$ cat src/rtl/draw_pkg.sv
// Shared types and constants for the frame drawing sequencer.
package draw_pkg;

  localparam int NUM_OBJ = 5;

  localparam int OBJ_PLAYER = 0;
  localparam int OBJ_E0     = 1;
  localparam int OBJ_E1     = 2;
  localparam int OBJ_E2     = 3;
  localparam int OBJ_E3     = 4;

  localparam logic [2:0] ERASE_COLOUR = 3'b000;

  typedef enum logic [2:0] {
    IDLE,
    E_START,
    E_WAIT,
    SNAP,
    D_START,
    D_WAIT,
    FIN
  } state_t;

endpackage

$ cat src/rtl/draw_watchdog.sv
// Per-object watchdog: cleared on each object start, counts wait cycles,
// flags the terminal count TIMEOUT-1.
module draw_watchdog #(
  parameter int TIMEOUT = 2048
) (
  input  logic clk,
  input  logic reset,
  input  logic clear,
  input  logic enable,
  output logic terminal
);

  localparam int CNT_W = (TIMEOUT > 2) ? $clog2(TIMEOUT) : 1;

  logic [CNT_W-1:0] count;

  assign terminal = (count == CNT_W'(TIMEOUT - 1));

  always_ff @(posedge clk or negedge reset) begin
    if (!reset) begin
      count <= '0;
    end else if (clear) begin
      count <= '0;
    end else if (enable && !terminal) begin
      count <= count + CNT_W'(1);
    end
  end

endmodule

$ cat src/rtl/draw_sequencer.sv
// Frame-level drawing controller: erase pass over last-drawn objects, coordinate
// snapshot, then draw pass over live objects, with tick queuing and a watchdog.
module draw_sequencer #(
  parameter int NUM_OBJ = 5,
  parameter int SEL_W   = 4,
  parameter int TIMEOUT = 2048
) (
  input  logic               clk,
  input  logic               reset,
  input  logic               frame_tick,
  input  logic [NUM_OBJ-1:0] alive,
  input  logic               obj_done,
  output logic [SEL_W-1:0]   obj_sel,
  output logic               erase,
  output logic               obj_start,
  output logic               snapshot,
  output logic               plot,
  output logic               busy,
  output logic               frame_done,
  output logic               overrun,
  output logic               timeout_err
);

  import draw_pkg::*;

  state_t             state, state_nx;
  logic [SEL_W-1:0]   sel_nx, sel_inc;
  logic [NUM_OBJ-1:0] drawn_mask, mask_shift;
  logic               pending;
  logic               sel_live, sel_last, in_wait, wait_done, wd_term;

  assign mask_shift = drawn_mask >> obj_sel;
  assign sel_live   = mask_shift[0];
  assign sel_last   = (obj_sel == SEL_W'(NUM_OBJ - 1));
  assign sel_inc    = sel_last ? '0 : obj_sel + SEL_W'(1);
  assign in_wait    = (state == E_WAIT) || (state == D_WAIT);
  assign wait_done  = in_wait && (obj_done || wd_term);

  draw_watchdog #(.TIMEOUT(TIMEOUT)) u_watchdog (
    .clk      (clk),
    .reset    (reset),
    .clear    (obj_start),
    .enable   (in_wait),
    .terminal (wd_term)
  );

  always_comb begin
    state_nx   = state;
    sel_nx     = obj_sel;
    erase      = 1'b0;
    obj_start  = 1'b0;
    snapshot   = 1'b0;
    frame_done = 1'b0;
    busy       = (state != IDLE);
    case (state)
      IDLE: begin
        if (frame_tick || pending) begin
          state_nx = E_START;
          sel_nx   = '0;
        end
      end
      E_START, D_START: begin
        erase = (state == E_START);
        if (sel_live) begin
          obj_start = 1'b1;
          state_nx  = (state == E_START) ? E_WAIT : D_WAIT;
        end else begin
          // Dead object: one cycle per skipped index, no start strobe.
          sel_nx = sel_inc;
          if (sel_last) state_nx = (state == E_START) ? SNAP : FIN;
        end
      end
      E_WAIT, D_WAIT: begin
        erase = (state == E_WAIT);
        if (obj_done || wd_term) begin
          sel_nx = sel_inc;
          if (state == E_WAIT) state_nx = sel_last ? SNAP : E_START;
          else                 state_nx = sel_last ? FIN : D_START;
        end
      end
      SNAP: begin
        snapshot = 1'b1;
        state_nx = D_START;
        sel_nx   = '0;
      end
      FIN: begin
        frame_done = 1'b1;
        state_nx   = IDLE;
      end
      default: state_nx = IDLE;
    endcase
  end

  always_ff @(posedge clk or negedge reset) begin
    if (!reset) begin
      state       <= IDLE;
      obj_sel     <= '0;
      plot        <= 1'b0;
      pending     <= 1'b0;
      overrun     <= 1'b0;
      timeout_err <= 1'b0;
      drawn_mask  <= '0;
    end else begin
      state   <= state_nx;
      obj_sel <= sel_nx;
      if (obj_start)      plot <= 1'b1;
      else if (wait_done) plot <= 1'b0;
      if (state == SNAP) drawn_mask <= alive;
      if (in_wait && wd_term && !obj_done) timeout_err <= 1'b1;
      // A tick arriving while a queued tick is being consumed stays queued.
      if (state == IDLE) begin
        pending <= pending && frame_tick;
      end else if (frame_tick) begin
        if (!pending) pending <= 1'b1;
        else          overrun <= 1'b1;
      end
    end
  end

endmodule
$ cat config.mk
export PLATFORM = sky130hd
export DESIGN_NAME = draw_sequencer
export DESIGN_NICKNAME = d
export VERILOG_FILES = /design/src/rtl/draw_pkg.sv /design/src/rtl/draw_watchdog.sv /design/src/rtl/draw_sequencer.sv
export SDC_FILE = /design/constraint.sdc
export NUM_CORES = 1
export LEC_CHECK = 0
export ABC_CLOCK_PERIOD_IN_PS = 4300
export CORE_MARGIN = 4
export CORE_UTILIZATION = 46
export DETAILED_ROUTE_END_ITERATION = 7
export GPL_TIMING_DRIVEN = 0
export PLACE_DENSITY = 0.81
export SLEW_MARGIN = 20
export SYNTH_ARGS = -nofsm -noshare
export SYNTH_HDL_FRONTEND = slang
export SYNTH_SLANG_ARGS = --single-unit
$ cat constraint.sdc
create_clock -name clk -period 4.3 [get_ports clk]
set_input_delay 0.645 -clock clk [delete_from_list [all_inputs] [get_ports clk]]
set_output_delay 0.645 -clock clk [all_outputs]
set_load 0.05 [all_outputs]
; Word level (Yosys, flattened, before mapping)
; Index checks and enable logic that the tools add are counted.
; Widths: inputs -> output; s select.
[classes]
shift = 1
reduce_logical = 21
muxes = 26
n_bitwise = 1
eq_ne = 12
n_addsub = 2
[ops]
columns = operator, count
row1 = $mux 11, 2
row2 = $mux 3, 7
row3 = $mux 4, 4
row4 = $pmux 4 s4, 1
row5 = $pmux 3 s4, 1
row6 = $add 11x1->11 const B, 1
row7 = $eq 11x11->1 const B, 1
row8 = $eq 3x3->1 const B, 3
row9 = $mux 1, 8
row10 = $eq 3x2->1 const B, 2
row11 = $ne 2x2->1 const B, 3
row12 = $reduce_and 3->1, 2
row13 = $reduce_bool 2->1, 3
row14 = $logic_and 1x1->1, 5
row15 = $shr 5x4->1, 1
row16 = $add 4x1->4 const B, 1
row17 = $eq 4x3->1 const B, 1
row18 = $mux 2, 2
row19 = $reduce_and 4->1, 1
row20 = $reduce_bool 4->1, 1
row21 = $reduce_or 2->1, 2
row22 = $eq 3x1->1 const B, 1
row23 = $logic_not 3->1, 1
row24 = $logic_or 1x1->1, 3
row25 = 5 further kinds, 6
[word_totals]
output_inout_bits = 12
in_bits = 9
register_bits = 27

; Logic depth before layout (Yosys ltp)
; Gate-level depths: netlist of run 1.
[depth]
word_depth = 5
depth_mapped = 9

; By module
; Synthesis of run 1 repeated with hierarchy kept, for this count alone.
[hier_totals]
cells_unflattened = 169
hier_area_um2 = 1571.5
[modules_own_cells]
columns = mod, seq_area_each_um2, area_each_um2, instances, cells_per_inst
row1 = draw_sequencer, 400.4, 962.2, 1, 107
row2 = draw_watchdog, 275.3, 609.3, 1, 62

; Worst setup path after synthesis of run 1
; No wires, ideal clock.
[synth_path]
kind = reg-to-output
startpoint = register obj_sel[0]
endpoint = output port obj_start
arrival_time_ps = 1784
required_ps = 3655
path_stages_with_launch = 5
path_slack_ps = 1871
path_buffers = 1
cell_sequence = dfrtp_1 nor3b_1 a22oi_4 a21boi_2 buf_2
[synth_via]
elab_chain_cells = 3
[synth_rtl]
columns = item, line
row1 = from (decl), draw_sequencer.sv:13  ; output logic [SEL_W-1:0] obj_sel,
row2 = from (signal assigned), draw_sequencer.sv:105  ; obj_sel <= sel_nx;
row3 = $shr 5x4->1, draw_sequencer.sv:32  ; assign mask_shift = drawn_mask >> obj_sel;
row4 = $mux 1, draw_sequencer.sv:64  ; if (sel_live) begin
row5 = $mux 1, draw_sequencer.sv:55  ; case (state)
row6 = to (decl), draw_sequencer.sv:15  ; output logic obj_start,
; No other way between the ends.

; Final worst setup path of run 1
[layout_path]
startpoint = register obj_sel[3]
endpoint = output port obj_start
; The elaborated chain is that of the path after synthesis.

==> results.yml, run 1 <==
finish:
  regArea_sq_um: 675.6
  syn_to_final_growth_pct: 17.79
  utilization_pct: 58.06
  n_fill_cell: 282
  antennaDiodeCount: 0
  nNetsFinal: 208
  multi_input_area_sq_um: 828.3
  final_cell_mix: "dfrtp_1 (27), nand2_1 (25), nor2_1 (19), clkdlybuf4s50_1 (19), xnor2_1 (11)"
  mostFrequentLayoutCell: "dfrtp_1"
  drive_gt1_share_pct: 10.31
power_and_ir_drop:
  p_leak_nw: 0.8217
  peakVddDrop_mv: 0.3722
  cellPowerDensity_nw_per_um2: 727.9
grt:
  grt_max_degree: 28
  grt_first_pass_wirelength_um: 5637
  grt_pass1_vias: 1331
  grt.overflow.total: 0
  gr-usage-all-layers_pct: 16.23
  antenna_found_initial: 0
sta:
  finalHoldViolations: 0
  final.setup_skew_ns: 0.01380
  max_slew.worst_pin.slew_ns: 0.5932
  setup_violations: 0
  tns_ns: 0
  rsz0062_at_grt: "no"
  max_freq_mhz: 295.8
  period_needed_ns: 3.380
  maxSlewHeadroom_pct: 60.45
  slew_violations: 0
  finalCritPeriodShare_pct: 78.61
  holdWs_ns: 0.2975
worst_setup_path:
  reg2reg_slack_ns: 2.06
  ff2ff_path_depth: 9
  crit_path_max_fanout: 10
  end_kind: "output port"
  timing.critical_path.from_type: "flop"
  cp.required_ns: 3.65
  crit_arrival_ns: 2.74
  r2r-start: "obj_sel[1]$_DFFE_PN0P_"
  crit_type: "flop to output port"
  r2r-end: "state[0]$_DFFE_PN0P_"
placed_design:
  hpwl_um: 2418
  place.gp.congestion: 0.7984
  numPortBuffers: 20
clock_network:
  cts.htree.levels: 1
  cts_tree: "built"
  clkTransAtPathRegs_ns: 0.15
  clock_tree.root_cell: "clkbuf_4"
  clock_path_buffers: 2
  cts.repair.resized: 0
  cts_sinks: 27
  hold_buffers: 0
  post_cts_buffers: 0
  clock_latency_ns: 0.32
  numCtsBuffers: 3
synthesis:
  yosysSeqAreaShare_pct: 43.48
  synth_warnings: 0
  yosysUniqueCellTypes: 41
  async_reset_ff_share_pct: 100.0
  synth-edff-count: 0
  synth_fp_nets: 183
  synth-seq-cells: 27
  synth_area_leaders: "dfrtp_1 (43%), xnor2_1 (6.2%), nand2_1 (6.0%)"
  synth_top_flop_cell: "dfrtp_1"
  yosysTopAreaCell: "dfrtp_1"
  synth_xor_area_share_pct: 6.200
  synth_area_sq_um: 1554
  synth_top_family_by_area: "simple AND/OR/NAND/NOR gates"
  yosys.area.top_type_share_pct: 43.48
  synth_adder_area_share_pct: 3.865
  syn_inst: 170
  synth_simple_gate_area_share_pct: 28.42
  synth_mux_area_share_pct: 2.979
  syn_avg_cell_area_sq_um: 9.141
  synth_compound_area_share_pct: 11.84
drt:
  drtAntennaViolNets: 0
  drc: 0
  finalWirelength_um: 3175
  highest_layer: "met4"
  wl_met1_um: 1415
  drt_iter0_drc: 70
  wl_met2_um: 1573
  drt-pass1-iter-count: 4
  via_per_inst: 5.500
  wl_per_cell_um: 13.34
  route.met3.wl_um: 112
  dr_total_vias: 1309
die:
  start_util_pct: 49.29
  ios: 21
  die_area_sq_um: 4372
  die_w_um: 66.12
  fp.coreArea_sq_um: 3153
  die_h_um: 66.12
  rows: 20
run_status:
  status: "finished clean"
hold_path:
  min_path_type: "primary input to async pin"
job:
  drv_cap: 0
==> worst max path at each step <==
stage	depth (start not counted)	endpoint	startpoint	slack (ns)
after floorplan	4	obj_start	obj_sel[0]$_DFFE_PN0P_	1.87
after global placement	5	obj_start	obj_sel[3]$_DFFE_PN0P_	1.31
after detailed placement	5	obj_start	obj_sel[3]$_DFFE_PN0P_	1.29
after CTS	5	obj_start	obj_sel[3]$_DFFE_PN0P_	0.90
after global routing	5	obj_start	obj_sel[3]$_DFFE_PN0P_	0.72
final	5	obj_start	obj_sel[3]$_DFFE_PN0P_	0.92
==> flip-flops by register name (all words and copies together) (netlist names) <==
| name | count |
|---|---|
| obj_sel | 4 |
| pending | 1 |
| u_watchdog.count | 11 |
| state | 3 |
| plot | 1 |
| timeout_err | 1 |
| drawn_mask | 5 |
| overrun | 1 |
==> per-stage QoR <==
step	setup slack, ns	std cells	area (sq um)	power (W)
floorplan	1.871	170	1554	0.001009
global placement	1.313	234	1809	0.001185
detailed placement	1.289	234	1804	0.001221
CTS	0.9050	238	1831	0.001336
global route	0.7181	238	1831	0.001437
finish	0.9196	238	1831	0.001332
==> metal layers <==
metal,up-vias,GRT usage (%)
li1,636,-
met1,625,19.14
met2,40,29.49
met3,8,2.041
met4,0,6.345
met5,-,0
==> where the power goes <==
group | switching [W] | leakage [nW] | internal [W]
registers | 0.0000730 | 0.346 | 0.000327
clock network | 0.0000745 | 0.0150 | 0.0000362
logic | 0.000505 | 0.460 | 0.000316
==> logic make-up after synthesis <==
logic type | after synthesis
AO/OA/AOI/OAI | 25
flip-flops | 27
buffers and inverters | 12
XOR/XNOR | 11
adder cells (fa/ha/maj) | 5
AND/OR/NAND/NOR | 86
multiplexers | 4
==> synthesized netlist by cell type (2+ instances only) <==
| cell | number |
|---|---|
| or2_2 | 2 |
| a21oi_1 | 3 |
| dfrtp_1 | 27 |
| o31ai_1 | 3 |
| o31a_1 | 2 |
| nand2_1 | 25 |
| o21ai_0 | 8 |
| nor3b_1 | 5 |
| nor2_1 | 19 |
| xnor2_1 | 11 |
| nor3_1 | 8 |
| nand4_1 | 2 |
| ha_1 | 4 |
| clkbuf_1 | 3 |
| mux2i_1 | 2 |
| nor4_1 | 4 |
| inv_1 | 5 |
| buf_2 | 4 |
| nand2b_1 | 3 |
| nand3_1 | 9 |
==> worst max-delay path: stages (launching register included) <==
cell	delay (ns)
dfrtp_1	0.49
nor3_1	0.35
a22oi_4	0.14
a21boi_2	0.32
buf_2	0.28
clkdlybuf4s50_1	0.84
==> final cells by class <==
cell class,count,share of cell area (%)
Multi-Input combinational cell,131,45.25
Sequential cell,27,36.91
Timing Repair Buffer,20,10.66
Tap cell,44,3.008
Buffer,7,1.709
Clock buffer,4,1.435
Inverter,5,1.025
No activity file was read; power rests on OpenSTA's default activity.
==> inputs of run 2 (changes only) <==
Settings changed: ABC_CLOCK_PERIOD_IN_PS 4300 to 3100, PLACE_DENSITY 0.81 to 0.83.
Clock period 4.3 ns to 3.1 ns, I/O delays scaled along.
==> run 2 against run 1 <==
Net effect: count of clock-buffer cells in the layout shrank 1; highest routed layer unchanged; sequential share of layout area shrank 0.075 points; combinational power grew 35%; global-route usage shrank 0.91 points.
==> results.yml, run 2 (synthesis gave the netlist of run 1 again) <==
sta:
  rsz0062_at_grt: "no"
  max_freq_mhz: 343.4
  finalHoldViolations: 0
  tns_ns: 0
  post-route-worst-setup-slack_ns: 0.1879
  maxSlewHeadroom_pct: 61.55
  slew_violations: 0
  finalCritPeriodShare_pct: 93.94
  final.setup_skew_ns: 0.005673
  setup_violations: 0
  max_slew.worst_pin.slew_ns: 0.5768
  period_needed_ns: 2.912
worst_setup_path:
  path_cells: "nor4b_1 > nand2_1 > a21boi_2 > buf_2 > clkdlybuf4s15_1"
  crit_buf_inv: 2
  cp.required_ns: 2.63
  ff2ff_path_depth: 9
  reg2reg_slack_ns: 0.88
  crit_type: "flop to output port"
  crit_slowest_cell: "clkdlybuf4s15_1"
  r2r-end: "state[0]$_DFFE_PN0P_"
  crit_path_max_fanout: 10
  crit_family: "buffers and inverters"
  endpoint: "obj_start"
  r2r-start: "obj_sel[1]$_DFFE_PN0P_"
  crit_arrival_ns: 2.45
  end_kind: "output port"
  timing.critical_path.from_type: "flop"
  crit_path_max_incr_delay_ns: 0.53
  crit_start: "obj_sel[3]$_DFFE_PN0P_"
  critical_path_cell_count: 5
drt:
  drt_iter0_drc: 76
  drtAntennaViolNets: 0
  finalWirelength_um: 2980
  wl_per_cell_um: 12.52
  via_per_inst: 5.403
  drt-pass1-iter-count: 4
  dr_total_vias: 1286
  drc: 0
placed_design:
  place.gp.congestion: 0.8245
  dp_slack_ns: 0.2485
  numPortBuffers: 20
  hpwl_um: 2186
die:
  die_h_um: 66.12
  rows: 20
  fp.coreArea_sq_um: 3153
  die_area_sq_um: 4372
  die_w_um: 66.12
  start_util_pct: 49.29
  ios: 21
job:
  drv_cap: 0
clock_network:
  cts.htree.levels: 1
  cts_sinks: 27
  post_cts_buffers: 0
  clkTransAtPathRegs_ns: 0.14
  clock_latency_ns: 0.33
  clock_tree.root_cell: "clkbuf_4"
  cts_tree: "built"
  numCtsBuffers: 3
  clock_path_buffers: 2
finish:
  drive_gt1_share_pct: 10.82
  final_cell_mix: "dfrtp_1 (27), nand2_1 (25), nor2_1 (19), clkdlybuf4s50_1 (17), xnor2_1 (11)"
  multi_input_area_sq_um: 828.3
  largest_register: "u_watchdog.count"
  mostFrequentLayoutCell: "dfrtp_1"
  nNetsFinal: 208
  largest_register_ffs: 11
  reg.largest.list: "u_watchdog.count: 11 flops, drawn_mask: 5 flops, obj_sel: 4 flops"
  regArea_sq_um: 675.6
  n_fill_cell: 307
  antennaDiodeCount: 0
  syn_to_final_growth_pct: 18.04
grt:
  grt_pass1_vias: 1171
  antenna_found_initial: 0
  grt_first_pass_wirelength_um: 5230
  grt_max_degree: 28
  gr-usage-all-layers_pct: 15.32
  grt.overflow.total: 0
power_and_ir_drop:
  peakVddDrop_mv: 0.5536
  p_leak_nw: 0.8431
  cellPowerDensity_nw_per_um2: 994.3
  finalPower_w: 0.001824
hold_path:
  min_path_type: "primary input to async pin"
run_status:
  status: "finished clean"
[run 2: changes by cell type in the layout (fill, tap and decap cells not counted)]
cell | previous run | this run
clkdlybuf4s15_1 | 0 | 1
dlymetal6s2s_1 | 0 | 1
clkdlybuf4s50_1 | 19 | 17
clkinv_2 | 0 | 1
clkbuf_1 | 4 | 3
[run 2: timing repair]
item                       CTS  global route
resized for setup            1             2
hold buffers                 0             0
setup endpoints to repair    1             2
pin swaps                    0             0
cloned                       0             0
[run 2: worst min path at each step]
stage | endpoint | cells after the start
finish | obj_sel[0]$_DFFE_PN0P_ | 1
global route | state[0]$_DFFE_PN0P_ | 1
CTS | obj_sel[0]$_DFFE_PN0P_ | 1
detailed placement | timeout_err$_DFFE_PN0P_ | 1
global placement | timeout_err$_DFFE_PN0P_ | 1
floorplan | drawn_mask[0]$_DFFE_PN0P_ | 0
[run 2: cell type report]
type | count | share of cell area (%)
multi-input cells | 131 | 45.16
clock inverters | 1 | 0.2729
repair buffers | 20 | 10.78
well taps | 44 | 3.001
plain buffers | 7 | 1.705
inverters | 5 | 1.023
clock buffers | 3 | 1.228
flip-flops and latches | 27 | 36.83
[run 2: report_power, final]
| group | leakage (nW) | internal [W] | switching [W] |
|---|---|---|---|
| registers | 0.346 | 0.000454 | 0.000101 |
| clock network | 0.0177 | 0.0000485 | 0.000107 |
| logic | 0.479 | 0.000431 | 0.000682 |
[run 2: worst reg2reg max path, stage by stage (launching register included)]
cell and delay [ns]:
dfrtp_1 0.52, mux2_2 0.40, a22oi_4 0.16, nand2_1 0.10, ha_1 0.31, nor3_1 0.15, nor2_1 0.06, o31a_1 0.10
a211o_1 0.22, nor3_1 0.14
[run 2: stage by stage]
stage               area [sq um]  utilization, %  std cells  hold slack (ns)
floorplan                   1554               -        170           0.1694
global placement            1809           57.38        234           0.4498
detailed placement          1804           57.22        234           0.4487
CTS                         1831           58.06        238           0.1232
global route                1834           58.17        238           0.1446
finish                      1834           58.17        238           0.1097
[run 2: per-layer routing]
layer	GRT usage [%]	routed length, um	share of wire (%)
met2	23.67	1326	44
met3	1.531	108	3.6
met4	6.853	59	2.0
met1	21.60	1485	50
met5	0	0	0
==> inputs of run 3 (changes only) <==
Settings changed: CORE_UTILIZATION 46 to 49, PLACE_DENSITY 0.83 to 0.87.
==> run 3 against run 2 <==
Net effect: first-iteration DRC count down 42%; setup slack gained 0.0021 ns; cell count is the same; count of clock-buffer cells in the layout unchanged; largest cell class unchanged.
==> results.yml, run 3 (synthesis gave the netlist of run 1 again) <==
run_status:
  status: "finished clean"
sta:
  tns_ns: 0
  setup_violations: 0
  holdWs_ns: 0.1204
  post-route-worst-setup-slack_ns: 0.1899
  finalCritPeriodShare_pct: 93.87
  rsz0062_at_grt: "no"
  period_needed_ns: 2.910
  final.setup_skew_ns: 0.007650
  finalHoldViolations: 0
  max_slew.worst_pin.slew_ns: 0.5799
  slew_violations: 0
  maxSlewHeadroom_pct: 61.34
  max_freq_mhz: 343.6
worst_setup_path:
  cp.required_ns: 2.63
  crit_family: "buffers and inverters"
  reg2reg_slack_ns: 0.90
  crit_path_max_incr_delay_ns: 0.55
  end_kind: "output port"
  path_cells: "nor4b_1 > nand2_1 > a21boi_2 > buf_2 > dlygate4sd2_1"
  crit_slowest_cell: "dlygate4sd2_1"
  crit_arrival_ns: 2.45
  crit_start: "obj_sel[3]$_DFFE_PN0P_"
  crit_path_max_fanout: 10
  crit_type: "flop to output port"
  timing.critical_path.from_type: "flop"
  crit_buf_inv: 2
  r2r-start: "obj_sel[1]$_DFFE_PN0P_"
die:
  die_area_sq_um: 4136
  die_h_um: 64.32
  fp.coreArea_sq_um: 3053
  rows: 20
  start_util_pct: 50.90
  ios: 21
  die_w_um: 64.32
grt:
  grt_pass1_vias: 1123
  antenna_found_initial: 0
  grt.overflow.total: 0
  grt_max_degree: 28
  gr-usage-all-layers_pct: 14.50
  grt_first_pass_wirelength_um: 4892
power_and_ir_drop:
  finalPower_w: 0.001809
  switchingPower_w: 0.0008773
  cellPowerDensity_nw_per_um2: 986.7
  peakVddDrop_mv: 0.6293
  seq_power_share_pct: 30.5
  p_leak_nw: 0.8459
  p_int_w: 0.0009314
  p_sw_share_pct: 48.51
  pwr-share-clk_pct: 8.2
  power_frac_comb_pct: 61.3
drt:
  wl_met1_um: 1385
  drtAntennaViolNets: 0
  wl_met2_um: 1305
  via_per_inst: 5.193
  wl_per_cell_um: 11.75
  drt_iter0_drc: 44
  dr_total_vias: 1236
  highest_layer: "met4"
  finalWirelength_um: 2796
  route.met3.wl_um: 80
  drc: 0
  drt-pass1-iter-count: 4
placed_design:
  place.gp.congestion: 0.7942
  hpwl_um: 2151
  numPortBuffers: 20
  dp_slack_ns: 0.2639
finish:
  drive_gt1_share_pct: 10.82
  nNetsFinal: 208
  mostFrequentLayoutCell: "dfrtp_1"
  antennaDiodeCount: 0
  largest_register_ffs: 11
  syn_to_final_growth_pct: 17.96
  final_cell_mix: "dfrtp_1 (27), nand2_1 (25), nor2_1 (19), clkdlybuf4s50_1 (17), xnor2_1 (11)"
  reg.largest.list: "u_watchdog.count: 11 flops, drawn_mask: 5 flops, obj_sel: 4 flops"
  largest_register: "u_watchdog.count"
  utilization_pct: 60.04
clock_network:
  clkTransAtPathRegs_ns: 0.15
  clock_latency_ns: 0.32
  clock_tree.root_cell: "clkbuf_4"
  cts.htree.levels: 1
  cts_tree: "built"
  clock_path_buffers: 2
  hold_buffers: 0
  post_cts_buffers: 0
  numCtsBuffers: 3
  cts_sinks: 27
job:
  drv_cap: 0
hold_path:
  min_path_type: "primary input to async pin"
==> run 3: routing by layer <==
metal / track usage, % / up-vias
met5: 0 / -
met1: 20.81 / 575
met4: 3.166 / 0
met3: 1.582 / 2
li1: - / 640
met2: 23.58 / 19
==> run 3: final cells by class <==
| type | count | area, sq um |
|---|---|---|
| buffer | 7 | 31.28 |
| clock buffer | 3 | 22.52 |
| clock inverter | 1 | 5.005 |
| fill | 276 | 1220 |
| inverter | 5 | 18.77 |
| multi-input combinational | 131 | 828.3 |
| sequential | 27 | 675.6 |
| tap | 44 | 55.05 |
| timing repair buffer | 20 | 196.4 |
==> run 3: power by group through the flow <==
stage / clock network (W) / logic (W) / registers [W]
2_1_floorplan: 0 / 0.000766 / 0.000633
3_3_place_gp: 0 / 0.00110 / 0.000555
3_5_place_dp: 0 / 0.00112 / 0.000560
4_1_cts: 0.000155 / 0.00112 / 0.000552
5_1_grt: 0.000169 / 0.00122 / 0.000573
6_report: 0.000149 / 0.00111 / 0.000551
==> run 3: stage by stage <==
step,cell area (sq um),std cells
6_report,1833,238
5_1_grt,1833,238
2_1_floorplan,1554,170
3_5_place_dp,1804,234
4_1_cts,1831,238
3_3_place_gp,1809,234
==> run 3: worst reg2reg max path, cell delays in order, from the launching register on <==
cell and delay (ns):
dfrtp_1 0.50, mux2_2 0.39, a22oi_4 0.16, nand2_1 0.11, ha_1 0.31, nor3_1 0.13
nor2_1 0.06, o31a_1 0.10, a211o_1 0.23, nor3_1 0.14
==> run 3: path summary, 6_finish.rpt <==
kind	end	cells past startpoint
min	u_watchdog.count[6]$_DFFE_PN0P_	1
max reg2reg	state[0]$_DFFE_PN0P_	9
min in group clk	overrun$_DFFE_PN0P_	1
min reg2reg	overrun$_DFFE_PN0P_	1
max in group asynchronous	drawn_mask[4]$_DFFE_PN0P_	1
max	obj_start	5
==> run 3: repair_timing <==
action	CTS	global route
pin swaps	0	0
endpoints found under the hold margin	0	0
gates resized for setup	1	1
endpoints found under the setup margin	1	1
